===== src/rtl/reg_writeback.sv =====
// reg_writeback: write-side companion of register_file.
//   Merges ALU and LSU results onto the single register-file write port and
//   keeps a per-register pending-write scoreboard so decode can stall on RAW
//   hazards for rs1/rs2. One write per cycle, one cycle of latency.
//
// Optional feature: define WB_BYPASS_EN to enable write-stage forwarding
// (fwd1_hit/fwd2_hit/fwd_data). When undefined these outputs are tied to 0.
//
// Ports:
//   clk, rst                  clock (rising edge), async active-low reset
//   issue_valid, issue_rd     decode marks issue_rd as pending
//   rs1, rs2                  decode source queries
//   rs1_busy, rs2_busy        source has a pending write (combinational)
//   alu_valid/ready/rd/data   ALU result handshake
//   lsu_valid/ready/rd/data   load result handshake
//   reg_wen, rd, reg_in       registered register-file write port
//   sb_err                    sticky: issue to an already-pending rd
//   fwd1_hit, fwd2_hit        write-stage value matches rs1/rs2
//   fwd_data                  forwarded value (= reg_in)
module reg_writeback #(
  parameter int XLEN     = 32,
  parameter int NREG     = 32,
  parameter bit LSU_PRIO = 1'b1
) (
  input  logic            clk,
  input  logic            rst,
  input  logic            issue_valid,
  input  logic [4:0]      issue_rd,
  input  logic [4:0]      rs1,
  input  logic [4:0]      rs2,
  output logic            rs1_busy,
  output logic            rs2_busy,
  input  logic            alu_valid,
  output logic            alu_ready,
  input  logic [4:0]      alu_rd,
  input  logic [XLEN-1:0] alu_data,
  input  logic            lsu_valid,
  output logic            lsu_ready,
  input  logic [4:0]      lsu_rd,
  input  logic [XLEN-1:0] lsu_data,
  output logic            reg_wen,
  output logic [4:0]      rd,
  output logic [XLEN-1:0] reg_in,
  output logic            sb_err,
  output logic            fwd1_hit,
  output logic            fwd2_hit,
  output logic [XLEN-1:0] fwd_data
);

  logic            alu_acc;
  logic            lsu_acc;
  logic            acc;
  logic [4:0]      acc_rd;
  logic [XLEN-1:0] acc_data;
  logic            issue_hit;
  logic [NREG-1:0] sb;
  logic [NREG-1:0] sb_set;
  logic [NREG-1:0] sb_clr;
  logic [NREG-1:0] sb_next;

  // The priority source is always ready; the other one yields whenever the
  // priority source is presenting a result.
  always_comb begin
    if (LSU_PRIO) begin
      lsu_ready = 1'b1;
      alu_ready = !lsu_valid;
    end else begin
      alu_ready = 1'b1;
      lsu_ready = !alu_valid;
    end
  end

  assign alu_acc  = alu_valid && alu_ready;
  assign lsu_acc  = lsu_valid && lsu_ready;
  assign acc      = alu_acc || lsu_acc;
  assign acc_rd   = lsu_acc ? lsu_rd   : alu_rd;
  assign acc_data = lsu_acc ? lsu_data : alu_data;

  assign issue_hit = issue_valid && (issue_rd != 5'd0);
  assign sb_set    = issue_hit ? (NREG'(1) << issue_rd) : '0;
  assign sb_clr    = acc       ? (NREG'(1) << acc_rd)   : '0;
  // Set is applied after clear so a same-cycle issue to the retiring rd
  // leaves the new write pending.
  assign sb_next   = (sb & ~sb_clr) | sb_set;

  assign rs1_busy = sb[rs1] && (rs1 != 5'd0);
  assign rs2_busy = sb[rs2] && (rs2 != 5'd0);

  always_ff @(posedge clk or negedge rst) begin
    if (!rst) begin
      reg_wen <= 1'b0;
      rd      <= 5'd0;
      reg_in  <= '0;
      sb      <= '0;
      sb_err  <= 1'b0;
    end else begin
      // x0 results are consumed without a write; rd/reg_in keep the last
      // real write so forwarding never sees a stale x0 value.
      reg_wen <= acc && (acc_rd != 5'd0);
      if (acc && (acc_rd != 5'd0)) begin
        rd     <= acc_rd;
        reg_in <= acc_data;
      end
      sb <= sb_next;
      // Re-issue is only an error if the bit is still pending after this
      // cycle's retirement.
      if (issue_hit && |(sb & ~sb_clr & sb_set)) begin
        sb_err <= 1'b1;
      end
    end
  end

`ifdef WB_BYPASS_EN
  assign fwd1_hit = reg_wen && (rd == rs1) && (rs1 != 5'd0);
  assign fwd2_hit = reg_wen && (rd == rs2) && (rs2 != 5'd0);
  assign fwd_data = reg_in;
`else
  assign fwd1_hit = 1'b0;
  assign fwd2_hit = 1'b0;
  assign fwd_data = '0;
`endif

endmodule

===== config.mk =====
export PLATFORM = sky130hd
export DESIGN_NAME = reg_writeback
export DESIGN_NICKNAME = d
export VERILOG_FILES = /design/src/rtl/reg_writeback.sv
export SDC_FILE = /design/constraint.sdc
export NUM_CORES = 1
export LEC_CHECK = 0
export ABC_AREA = 1
export ABC_CLOCK_PERIOD_IN_PS = 2300
export BUFFER_PORTS_ARGS = -buffer_cell sky130_fd_sc_hd__buf_2
export CORE_ASPECT_RATIO = 1.5
export CORE_MARGIN = 2
export CORE_UTILIZATION = 30
export CTS_BUF_LIST = sky130_fd_sc_hd__clkbuf_8
export DETAILED_ROUTE_END_ITERATION = 8
export PLACE_DENSITY = 0.56
export SLEW_MARGIN = 40
export SYNTH_ARGS = -nofsm -noshare
export SYNTH_HDL_FRONTEND = slang
export SYNTH_SLANG_ARGS = --single-unit

===== constraint.sdc =====
create_clock -name clk -period 2.3 [get_ports clk]
set_clock_uncertainty 0.1 [all_clocks]
set_input_delay 0.115 -clock clk [delete_from_list [all_inputs] [get_ports clk]]
set_output_delay 0.115 -clock clk [all_outputs]
set_load 0.03 [all_outputs]

Word-level counts from Yosys, hierarchy flattened
Index checks and enable logic that the tools add are counted. Widths: inputs -> output; s select.

Order comparisons: 2. Shift-type cells: 2. Mux-type cells: 8. Bitwise gates (word level): 4. Reductions and logical operators: 13.

Operators by type and width (number): $mux 32 (3); $and 32x32->32 (2); $shl 1x5->32 const A (2); $not 32->32 (1); $or 32x32->32 (1); $reduce_or 32->1 (1); $reduce_bool 5->1 (4); $lt 5x6->1 const B (2); $bmux 1 s5 (2); $logic_and 1x1->1 (6); $mux 5 (1); $mux 1 (2); $logic_not 1->1 (1); $logic_or 1x1->1 (1).

Flip-flop bits (word level): 71. Bits of input ports: 94. Output and inout bits: 77.

Logic depth before layout (Yosys ltp)
Gate-level depths: netlist of the first run.

Depth in word-level cells: 9. Mapped depth: 14. Gate-level depth less buffers: 12.

Least setup slack after synthesis of the first run
No wires, ideal clock.

Path kind: input port to output port. Start point: input rs1[0]. End point: output rs1_busy. Data arrival time: 1327 ps. Data required time: 2085 ps. Slack: 758 ps. Stages: 8. Cells stage by stage: clkbuf_1 > clkbuf_1 > o21ai_0 > o21ai_0 > nand2_1 > a31oi_1 > nand2_1 > nand2_1.

Word-level cells in the longest chain between the ends: 3. Elaborated cells between the ends (all ways): 4. Those cells by class: mux (2); reduce/logical (2).

RTL lines: start: declaration (line 29) `input logic [4:0] rs1,`; $bmux 1 s5 (line 86) `assign rs1_busy = sb[rs1] && (rs1 != 5'd0);`; $mux 1 (implied by the code) (line 86); $logic_and 1x1->1 * (line 86); end: declaration (line 31) `output logic rs1_busy,`.

Mark *: on every way between the ends. The rest lies on a longest branch, timed or not. The select of a mux whose other input is x is not followed.

Final worst setup path of the first run
Start point: input lsu_valid. End point: register reg_in[6].

Word-level cells in the longest chain between the ends: 4. Elaborated cells between the ends (all ways): 7. Those cells by class: mux (2); reduce/logical (5).

RTL lines: start: declaration (line 37) `input logic lsu_valid,`; parallel branches: the longest is 4 deep, another holds $mux 5; end signal: assignment (line 102) `reg_in <= acc_data;`; end: declaration (line 43) `output logic [XLEN-1:0] reg_in,`.

Parallel ways; which one is timed is not known. A chain may end at the register's enable or synchronous reset.

==> impl_results.md, run 1 <==
- Clock Path Buffers: 2
- Critical path's largest stage delay: 0.58 ns
- Antenna cells: 0
- WL final: 15200 µm
- Commonest non-fill, non-tap cell in the layout: nand2_1
- Worst skew pair latency: 0.36 ns
- CTS tree: yes
- Cell area after synthesis: 0.00469 mm²
- Num CTS Buffers: 9
- Status: completed
- Clock power share: 0.277
- Layout area overhead: 32.2%
- Die Wd: 106 µm
- Largest net degree at the start of global routing: 72
- Setup bufs post-CTS: 0
- Gr ovfl total: 0
- CTS Root Cell: clkbuf_8
- Final slew viol count: 0
- Switch share: 0.371
- Clk slew on worst S/H paths: 0.08 ns
- DRC: 0
- RSZ-0062 raised after global routing: false
- Initial antenna violation count: 0
- FP Rows: 56
- Metal3 WL: 977 µm
- Library cells used by synthesis: 30
- Nets@finish: 945
- Ys Warns: 0
- Cell-internal power: 2520 µW
- Die Y-Extent: 157 µm
- Startpoint types: input port
- Crit path max fanout: 65
- Top delay family on crit path: buffers and inverters
- Critical path type: in2reg
- Routed length on met2: 7450 µm
- Hold crit path type: in2reg
- FF/Latch Area: 0.00178 mm²
- P_leak: 0.00296 µW
- Die area: 0.0167 mm²
- Highest Signal Layer: met4
- Met1 WL: 6250 µm
- VDD IR max: 314 µV
- CTS Sinks: 71
- Multi-input gate area: 0.00241 mm²
- Top Ports: 171
- Final hold vios: 0
- Crit share post-route: 0.883
- Synthesis-stage register bit count: 71
- Initial Utilization: 0.303
- Flop pwr share: 0.421
- Worst Path Arrival: 2.22 ns
- Most used cell, CP: nand2_1
- Post-layout util: 0.400
- Routability cong.: 0.867
- Share of cells above drive strength 1: 0.206
- Worst-margin pin slew: 0.674 ns
- Estimated wirelength of the detail-placed design: 11000 µm
- Via density: 4.79
- Vias in the first global route: 4837
- Final setup violation count: 0
- Syn Area/Cell: 6.99 µm²
- Pwr per Cell Area: 647 mW/mm²
- Max-Cap Viols: 0
- Psw: 1490 µW
- Via count: 5071
- Register area share after synthesis: 0.379
- CP Buf/Inv Count: 4
- TNS Setup: 0 ns
- Slowest CP cell: dlygate4sd3_1
- Number of DRC markers in iteration 0: 225
- First-pass GRT wire length: 24200 µm
- Core Area: 0.0155 mm²
- Commonest non-fill, non-tap cells in the layout: nand2_1 (164), buf_2 (134), nor2_1 (92)
- Crit path capture type: flop
- Gr usage total: 0.183
- Slew margin rel.: 0.550
- Comb pwr share: 0.302
- Post-layout min period: 2.03 ns
- Cell count after synthesis: 671
- # port buffers: 135
- Data required, critical path: 2.49 ns
- Highest clock rate: 492 MHz
- Routed WL per cell: 14.3 µm
- Final ANT Viol Nets: 0
- Fill count: 1613
- CTS H-tree lvls: 3
- Worst path cell trace: buf_2, inv_2, nand2_1, nand2_1, nand2_1, nor3_2, nand2_1, nand2_1, inv_6, nor2_1, a31oi_1, dlygate4sd3_1
- Pre-antenna DRT Iters: 4
==> final timing paths <==
kind	from	endpoint	slack [ns]	depth (start not counted)
setup / recovery	lsu_valid	reg_in[6]	0.27	12
hold / removal	alu_valid	sb[0]	0.05	3
setup reg to reg	reg_in[16]	reg_in[16]	0.93	3
hold reg to reg	rd[2]	rd[2]	0.40	2
max in group asynchronous	rst	sb[26]	1.37	2
min in group asynchronous	rst	reg_in[29]	0.26	2
==> cell usage after synthesis <==
library cell / n / area, µm²
o21ai_0: 73 / 365
a21oi_1: 15 / 75.1
a31oi_1: 34 / 213
o221ai_1: 1 / 8.76
clkinv_1: 1 / 3.75
o21a_1: 1 / 7.51
buf_2: 7 / 35.0
buf_6: 11 / 124
nand3b_1: 1 / 7.51
nand3_1: 79 / 395
o21ai_4: 1 / 16.3
nand2_1: 164 / 616
nor3_1: 4 / 20.0
o211ai_1: 6 / 45.0
dfrtp_1: 71 / 1780
nor2_1: 92 / 345
nand2_4: 2 / 22.5
or2_4: 1 / 8.76
o21ai_1: 1 / 5.00
clkbuf_1: 19 / 71.3
a21oi_4: 1 / 16.3
conb_1: 2 / 7.51
nor2_4: 1 / 11.3
nor3_2: 1 / 10.0
nand4_1: 6 / 37.5
inv_1: 27 / 101
nand2_2: 2 / 12.5
inv_2: 4 / 15.0
buf_4: 36 / 270
nor2_2: 7 / 43.8
==> state kept, by name, indices dropped and copies added, names as in the netlist <==
signal   cells
reg_wen      1
rd           5
sb          32
reg_in      32
sb_err       1
==> metrics by stage <==
step	hold WS (ns)	std cells	worst slack (ns)	total power [µW]	instance area (µm²)
after floorplan	-0.281	704	0.758	2430	4810
after global routing	0.0383	1058	0.0684	4270	6200
final	0.0465	1058	0.269	4010	6200
after CTS	0.0349	1058	0.237	4040	6200
after global placement	0.223	976	0.166	2770	5310
after detailed placement	0.0888	976	0.184	2780	5310
==> timing repair <==
item	CTS	global route
hold buffers	67	0
resized for setup	0	1
endpoints found under the setup margin	0	4
endpoints found under the hold margin	104	0
==> power groups by stage <==
| stage | combinational (µW) | clock [µW] | sequential [µW] |
|---|---|---|---|
| floorplan | 643 | 0 | 1790 |
| global placement | 1060 | 0 | 1710 |
| detailed placement | 1070 | 0 | 1710 |
| global route | 1340 | 1200 | 1720 |
| finish | 1210 | 1110 | 1690 |
| CTS | 1210 | 1150 | 1690 |
==> layout make-up <==
| cell class | instances | area share |
|---|---|---|
| tap | 203 | 0.0410 |
| multi-input combinational | 528 | 0.389 |
| timing repair buffer | 209 | 0.229 |
| inverter | 32 | 0.0202 |
| sequential | 71 | 0.287 |
| clock inverter | 6 | 0.0141 |
| clock buffer | 9 | 0.0200 |
==> worst min-delay path: stages <==
cell	delay, ns
buf_2	0.09
nor2_2	0.07
o21a_1	0.19
==> logic make-up (layout without fill, tap and decap cells) <==
family / count (synthesis) / count (layout) / synth area share
compound gates: 133 / 133 / 0.160
other cells: 2 / 35 / 0.00160
simple gates: 360 / 360 / 0.326
buf+inv: 105 / 256 / 0.132
flops: 71 / 71 / 0.379
==> layer usage <==
metal,vias to the layer above,global-route usage
met2,205,0.321
met5,-,0
met4,0,0.0758
met1,2320,0.216
met3,31,0.0385
li1,2515,-
No activity file was read; power rests on OpenSTA's default activity.
==> run 2, diff against run 1 <==
Settings changed: BUFFER_PORTS_ARGS -buffer_cell sky130_fd_sc_hd__buf_2 to not set, DONT_BUFFER_PORTS set to 1, PLACE_DENSITY 0.56 to 0.47, SETUP_SLACK_MARGIN set to 0.4.
==> impl_results.md, run 2 (same netlist as run 1, synthesis figures left out) <==
- Commonest non-fill, non-tap cell in the layout: nand2_1
- CTS Sinks: 71 (unchanged)
- TNS Setup: 0 ns (unchanged)
- CP Capture Point: sb_err
- Pre-antenna DRT Iters: 7 (+3)
- Via density: 5.06 (+5.5%)
- Estimated wirelength of the detail-placed design: 10800 µm (-2.1%)
- Critical path type: in2reg
- Commonest non-fill, non-tap cells in the layout: nand2_1 (159), dlygate4sd3_1 (103), nor2_1 (92)
- P_leak: 0.00259 µW (-12%)
- Crit path max fanout: 14 (-78%)
- Worst Path Arrival: 1.99 ns (-0.23 ns)
- Gr usage total: 0.193 (+0.0105)
- Die Wd: 106 µm (unchanged)
- Post-layout util: 0.389 (-0.0110)
- Gr ovfl total: 0 (unchanged)
- Core Area: 0.0155 mm² (unchanged)
- Multi-input gate area: 0.00247 mm² (+2.5%)
- Clock Path Buffers: 2 (unchanged)
- Num CTS Buffers: 9 (unchanged)
- Crit path capture type: flop
- Pwr per Cell Area: 628 mW/mm² (-3.0%)
- Worst skew pair latency: 0.36 ns (about the same)
- CTS tree: yes
- CTS H-tree lvls: 3 (unchanged)
- Crit share post-route: 0.807 (-0.0762)
- Clk slew on worst S/H paths: 0.07 ns (about the same)
- Vias in the first global route: 4759 (-1.6%)
- Routed WL per cell: 16.7 µm (+17%)
- Final slew viol count: 0 (unchanged)
- Final instance area: 0.00603 mm² (-2.7%)
- Hold crit path type: in2reg
- Antenna cells: 0 (unchanged)
- Reg2reg start: reg_in[0]
- Share of cells above drive strength 1: 0.0898 (-0.116)
- Fill count: 1605 (-0.50%)
- # port buffers: 0 (-100%)
- Routability cong.: 0.987 (+14%)
- Post-layout min period: 1.86 ns (-0.175 ns)
- Final Non-Filler Cells: 971 (-8.2%)
- CTS Root Cell: clkbuf_8
- Die Y-Extent: 157 µm (unchanged)
- First-pass GRT wire length: 25000 µm (+3.2%)
- Placed Area: 0.00462 mm² (-13%)
- Final hold vios: 0 (unchanged)
- Reg-to-Reg End: reg_in[0]
- Die area: 0.0167 mm² (unchanged)
- Highest clock rate: 539 MHz (+9.4%)
- FP Rows: 56 (unchanged)
- Largest net degree at the start of global routing: 72 (unchanged)
- Nets@finish: 857 (-9.3%)
- Critical path launch point: issue_rd[2]
- Startpoint types: input port
- Number of DRC markers in iteration 0: 438 (+95%)
- Final ANT Viol Nets: 0 (unchanged)
- Layout area overhead: 28.6%
- WL final: 16200 µm (+7.2%)
- RSZ-0062 raised after global routing: true
- Via count: 4912 (-3.1%)
- Top flop regs: reg_in x32, sb x32, rd x5
- Cells on worst reg2reg path: 3 (unchanged)
- FF/Latch Area: 0.00178 mm² (unchanged)
- R2R Setup Slk: 0.74 ns (-0.19 ns)
- Status: completed
- Data required, critical path: 2.43 ns (-0.06 ns)
- VDD IR max: 322 µV (+2.5%)
- DRC: 0 (unchanged)
- Top Ports: 171 (unchanged)
- Initial Utilization: 0.303 (unchanged)
- Max-Cap Viols: 0 (unchanged)
- Final setup violation count: 0 (unchanged)
- DP Cell Count: 841 (-14%)
- Initial antenna violation count: 0 (unchanged)
## run 2: cell types whose count changed in the layout (fill, tap and decap cells not counted), moves of 3 or more
cell and change:
o21ai_1 +9, o21ai_0 -10, dlygate4sd3_1 +36, a21oi_1 -5, inv_2 +3, inv_1 -3
a21oi_2 +5, buf_2 -134, buf_4 +8, nand2_1 -5, nand2_4 +3
## run 2: worst min-delay path by stage
stage                 from         end  slack [ns]  depth (start not counted)
2_1_floorplan          rst       rd[0]       -0.28                          0
3_3_place_gp           rst  reg_in[10]       -0.28                          0
4_1_cts        issue_rd[1]       sb[8]       0.003                          3
5_1_grt        issue_rd[1]       sb[8]        0.05                          3
6_report       issue_rd[1]       sb[8]        0.02                          3
3_5_place_dp           rst   reg_in[5]       -0.28                          0
## run 2: through the flow
step                total power (µW)  worst slack (ns)  hold slack, ns
floorplan                       2430             0.758          -0.281
global placement                2560             0.480          -0.278
detailed placement              2570             0.412          -0.279
CTS                             3720             0.395         0.00262
global route                    4010             0.388          0.0471
finish                          3780             0.444          0.0200
## run 2: critical path, cell delays in order
cell and delay, ns:
inv_1 0.05, dlygate4sd3_1 0.57, nand3_1 0.13, nand3b_1 0.21, buf_6 0.19, nor2_1 0.05
nand3_1 0.09, nand2_1 0.06, nor2_1 0.23, nand2_1 0.09, nor2_1 0.12, nand3_1 0.08
## run 2: area by class of cell
type	instances	area share
flip-flops and latches	71	0.295
inverters	32	0.0243
repair inverters	1	0.00145
multi-input cells	528	0.410
repair buffers	120	0.198
well taps	203	0.0421
clock buffers	9	0.0205
clock inverters	7	0.00830
## run 2: repair_timing
item / 4_1_cts / 5_1_grt
cloned: 0 / 1
setup endpoints to repair: 2 / 37
endpoints found under the hold margin: 136 / 1
pin swaps: 0 / 13
hold buffers: 105 / 1
resized for setup: 3 / 33
setup buffers: 0 / 8
## run 2: per-layer routing
| metal | vias to the layer above | wire, µm | global-route usage |
|---|---|---|---|
| met5 | - | 0 | 0 |
| met4 | 0 | 508 | 0.0883 |
| met3 | 29 | 1230 | 0.0443 |
| met2 | 233 | 8140 | 0.344 |
| met1 | 2300 | 6360 | 0.219 |
| li1 | 2350 | - | - |
## run 2: power by group
group,internal (µW),switching (µW),total (µW)
clock network,393,528,921
registers,1470,411,1880
logic,426,556,982
==> run 3, diff against run 2 <==
Settings changed: ABC_AREA 1 to 0, ABC_CLOCK_PERIOD_IN_PS 2300 to 1800.
Clock period 2.3 ns to 1.8 ns, I/O delays scaled along.
==> impl_results.md, run 3 <==
- Fill count: 1377 (-14%)
- Clk slew on worst S/H paths: 0.09 ns (+0.02 ns)
- Ys Warns: 0 (unchanged)
- VDD IR max: 411 µV (+28%)
- Syn Area/Cell: 9.69 µm² (+39%)
- Final Non-Filler Cells: 805 (-17%)
- FP Rows: 54 (-3.6%)
- Commonest non-fill, non-tap cell in the layout: dlygate4sd3_1
- Register area share after synthesis: 0.398 (+0.0190)
- Cell-internal power: 3450 µW (+51%)
- Main synth FF type: dfrtp_1
- Final instance area: 0.00654 mm² (+8.5%)
- Final slew viol count: 0 (unchanged)
- Crit path max fanout: 3 (-11)
- Routed WL per cell: 20.3 µm (+22%)
- Top Ports: 171 (unchanged)
- Initial Utilization: 0.304 (+0.00166)
- Psw: 1900 µW (+27%)
- Failing checks: negative hold slack, negative setup slack
- Initial antenna violation count: 0 (unchanged)
- CTS tree: yes
- Most used standard cell by instance count after synthesis: dfrtp_1
- Die area: 0.0157 mm² (-5.9%)
- Final Hold Slack: -0.681 ns (-0.701 ns)
- Status: finished with violations
- Vias in the first global route: 4256 (-11%)
- # port buffers: 0 (unchanged)
- Cells on worst reg2reg path: 7 (+4)
- Layout area overhead: 48.6%
- Startpoint types: flop
- Share of cells above drive strength 1: 0.317 (+0.227)
- P_leak: 0.00274 µW (+5.8%)
- Switch share: 0.355 (-0.0404)
- Antenna cells: 0 (unchanged)
- Crit path capture type: output port
- Data required, critical path: 1.61 ns (-0.82 ns)
- Post-layout min period: 2.27 ns
- Via count: 4213 (-14%)
- Pre-antenna DRT Iters: 5 (-2)
- Hold buffer count at cts: 80 (-24%)
- Gr usage total: 0.196 (+0.00253)
- Largest register FFs: 32
- Number of DRC markers in iteration 0: 178 (-59%)
- RSZ-0062 raised after global routing: true
- Top flop regs: reg_in x32, sb x31, rd x5
- Largest net degree at the start of global routing: 71 (-1.4%)
- Synth top area share: 0.398 (+0.0190)
- Critical path type: reg2out
- Highest clock rate: 440 MHz
- Pwr per Cell Area: 818 mW/mm² (+30%)
- CTS H-tree lvls: 3 (unchanged)
- Routability cong.: 0.939 (-4.9%)
- Synth top cells by count: dfrtp_1 (70), o21ai_0 (47), nor2_1 (46)
- Placed Area: 0.00500 mm² (+8.3%)
- Worst Path Arrival: 2.08 ns (+0.09 ns)
- Gr ovfl total: 0 (unchanged)
- Max-Cap Viols: 0 (unchanged)
- Slowest CP cell: mux4_2
- Post-route setup slack: -0.470 ns (-0.914 ns)
- Cell area after synthesis: 0.00440 mm² (-6.1%)
- Die Wd: 103 µm (-3.0%)
- Flop pwr share: 0.427 (-0.070)
- Crit share post-route: 1.26
- Comb pwr share: 0.315 (+0.056)
- Final setup violation count: 3 (+3)
- WL final: 16400 µm (+0.81%)
- Synthesis-stage register bit count: 70 (-1.4%)
- Critical path's largest stage delay: 0.49 ns (-0.08 ns)
- DP Cell Count: 694 (-17%)
- Num CTS Buffers: 9 (unchanged)
- DRC: 0 (unchanged)
- CTS Root Cell: clkbuf_8
- Async S/R FF share, synth: 1.00 (unchanged)
- Worst-margin pin slew: 0.744 ns
- Via density: 5.23 (+3.5%)
- Hold crit path type: in2async
- Library cells used by synthesis: 57 (+90%)
- Estimated wirelength of the detail-placed design: 10600 µm (-2.0%)
- Core Area: 0.0145 mm² (-6.6%)
- Die Y-Extent: 152 µm (-3.0%)
- Worst skew pair latency: 0.36 ns (about the same)
- Clock power share: 0.259 (+0.016)
- Ranking of synthesized cells by area: dfrtp_1 (40%), mux4_2 (9.2%), mux2i_1 (8.0%)
- Slew margin rel.: 0.502
- Most used cell, CP: mux4_2
- Post-synth EDFFs: 0 (unchanged)
- Final ANT Viol Nets: 0 (unchanged)
- First-pass GRT wire length: 23300 µm (-6.9%)
- Clock Path Buffers: 2 (unchanged)
- CTS Sinks: 70 (-1.4%)
- Biggest area consumer among synthesized cells: dfrtp_1
- Worst path cell trace: mux4_2, mux4_2, mux2_4
- Final hold vios: 70 (+70)
- Commonest non-fill, non-tap cells in the layout: dlygate4sd3_1 (76), buf_4 (72), dfrtp_1 (70)
- Most flops, register: reg_in
- Nets@finish: 698 (-19%)
- Cell count after synthesis: 454 (-32%)
run 3: changes by cell type after synthesis, sizes merged, moves of 5 or more:
cell	previous run	this run
nand4	6	1
buf	54	43
o21ai	75	49
nand3	79	9
a31oi	34	3
a22o	0	5
nand2b	0	11
a21oi	16	39
mux4	0	18
nor2	100	46
nand2	168	26
inv	31	6
mux2i	0	35
run 3: repair_timing:
item	in CTS	in global routing
buffers inserted	4	5
endpoints found under the hold margin	129	70
setup endpoints to repair	4	49
gates resized for setup	1	73
gates cloned	1	5
pin swaps	2	9
run 3: routing by layer:
metal	wire, µm	global-route usage	part of all wire	vias up
met1	5600	0.208	0.34	2066
met2	8890	0.347	0.54	213
li1	-	-	-	1896
met3	1030	0.0422	0.063	38
met4	852	0.110	0.052	0
met5	0	0	0	-
run 3: worst paths after layout:
kind / startpoint / slack (ns) / end
min in group clk: lsu_valid / 0 / sb[18]
max in group asynchronous: rst / 2.16 / sb[24]
worst max-delay path: sb[12] / -0.47 / rs1_busy
worst max register to register: sb[12] / -0.14 / sb_err
worst min-delay path: rst / -0.68 / reg_in[9]
worst min register to register: sb[2] / 0.51 / sb[2]
run 3: logic make-up (layout without fill, tap and decap cells):
| group | after synthesis | count (layout) | synth area share |
|---|---|---|---|
| compound gates | 134 | 134 | 0.187 |
| buf+inv | 67 | 189 | 0.0918 |
| flops | 70 | 70 | 0.398 |
| mux | 57 | 57 | 0.182 |
| other cells | 2 | 35 | 0.00171 |
| simple gates | 124 | 124 | 0.140 |
run 3: layout make-up:
type	count	area, µm²	area share
inverters	6	26.3	0.00402
clock buffers	9	124	0.0189
multi-input cells	350	2680	0.409
repair buffers	167	1640	0.250
flip-flops and latches	70	1750	0.268
well taps	196	245	0.0375
clock inverters	7	80.1	0.0122
run 3: metrics by stage:
stage / utilization / power (µW) / setup TNS, ns / setup slack [ns] / hold slack, ns
3_5_place_dp: 0.346 / 3560 / -0.586 / -0.343 / -0.304
5_1_grt: 0.452 / 5600 / -1.25 / -0.526 / -0.723
2_1_floorplan: - / 3130 / -0.235 / -0.235 / -0.306
6_report: 0.452 / 5350 / -1.07 / -0.470 / -0.681
4_1_cts: 0.420 / 5170 / -1.21 / -0.488 / -0.708
3_3_place_gp: 0.346 / 3540 / -0.563 / -0.339 / -0.304
run 3: worst max-delay path, delay by kind of cell (launching register included):
family | cells | cell delay (ns)
muxes | 3 | 1.29
DFF | 1 | 0.43
run 3: power by group through the flow:
stage	sequential, µW	combinational, µW	clock (µW)
after detailed placement	2300	1260	0
after global placement	2300	1240	0
final	2280	1680	1380
after floorplan	2210	918	0
after global routing	2320	1800	1490
after CTS	2270	1470	1420
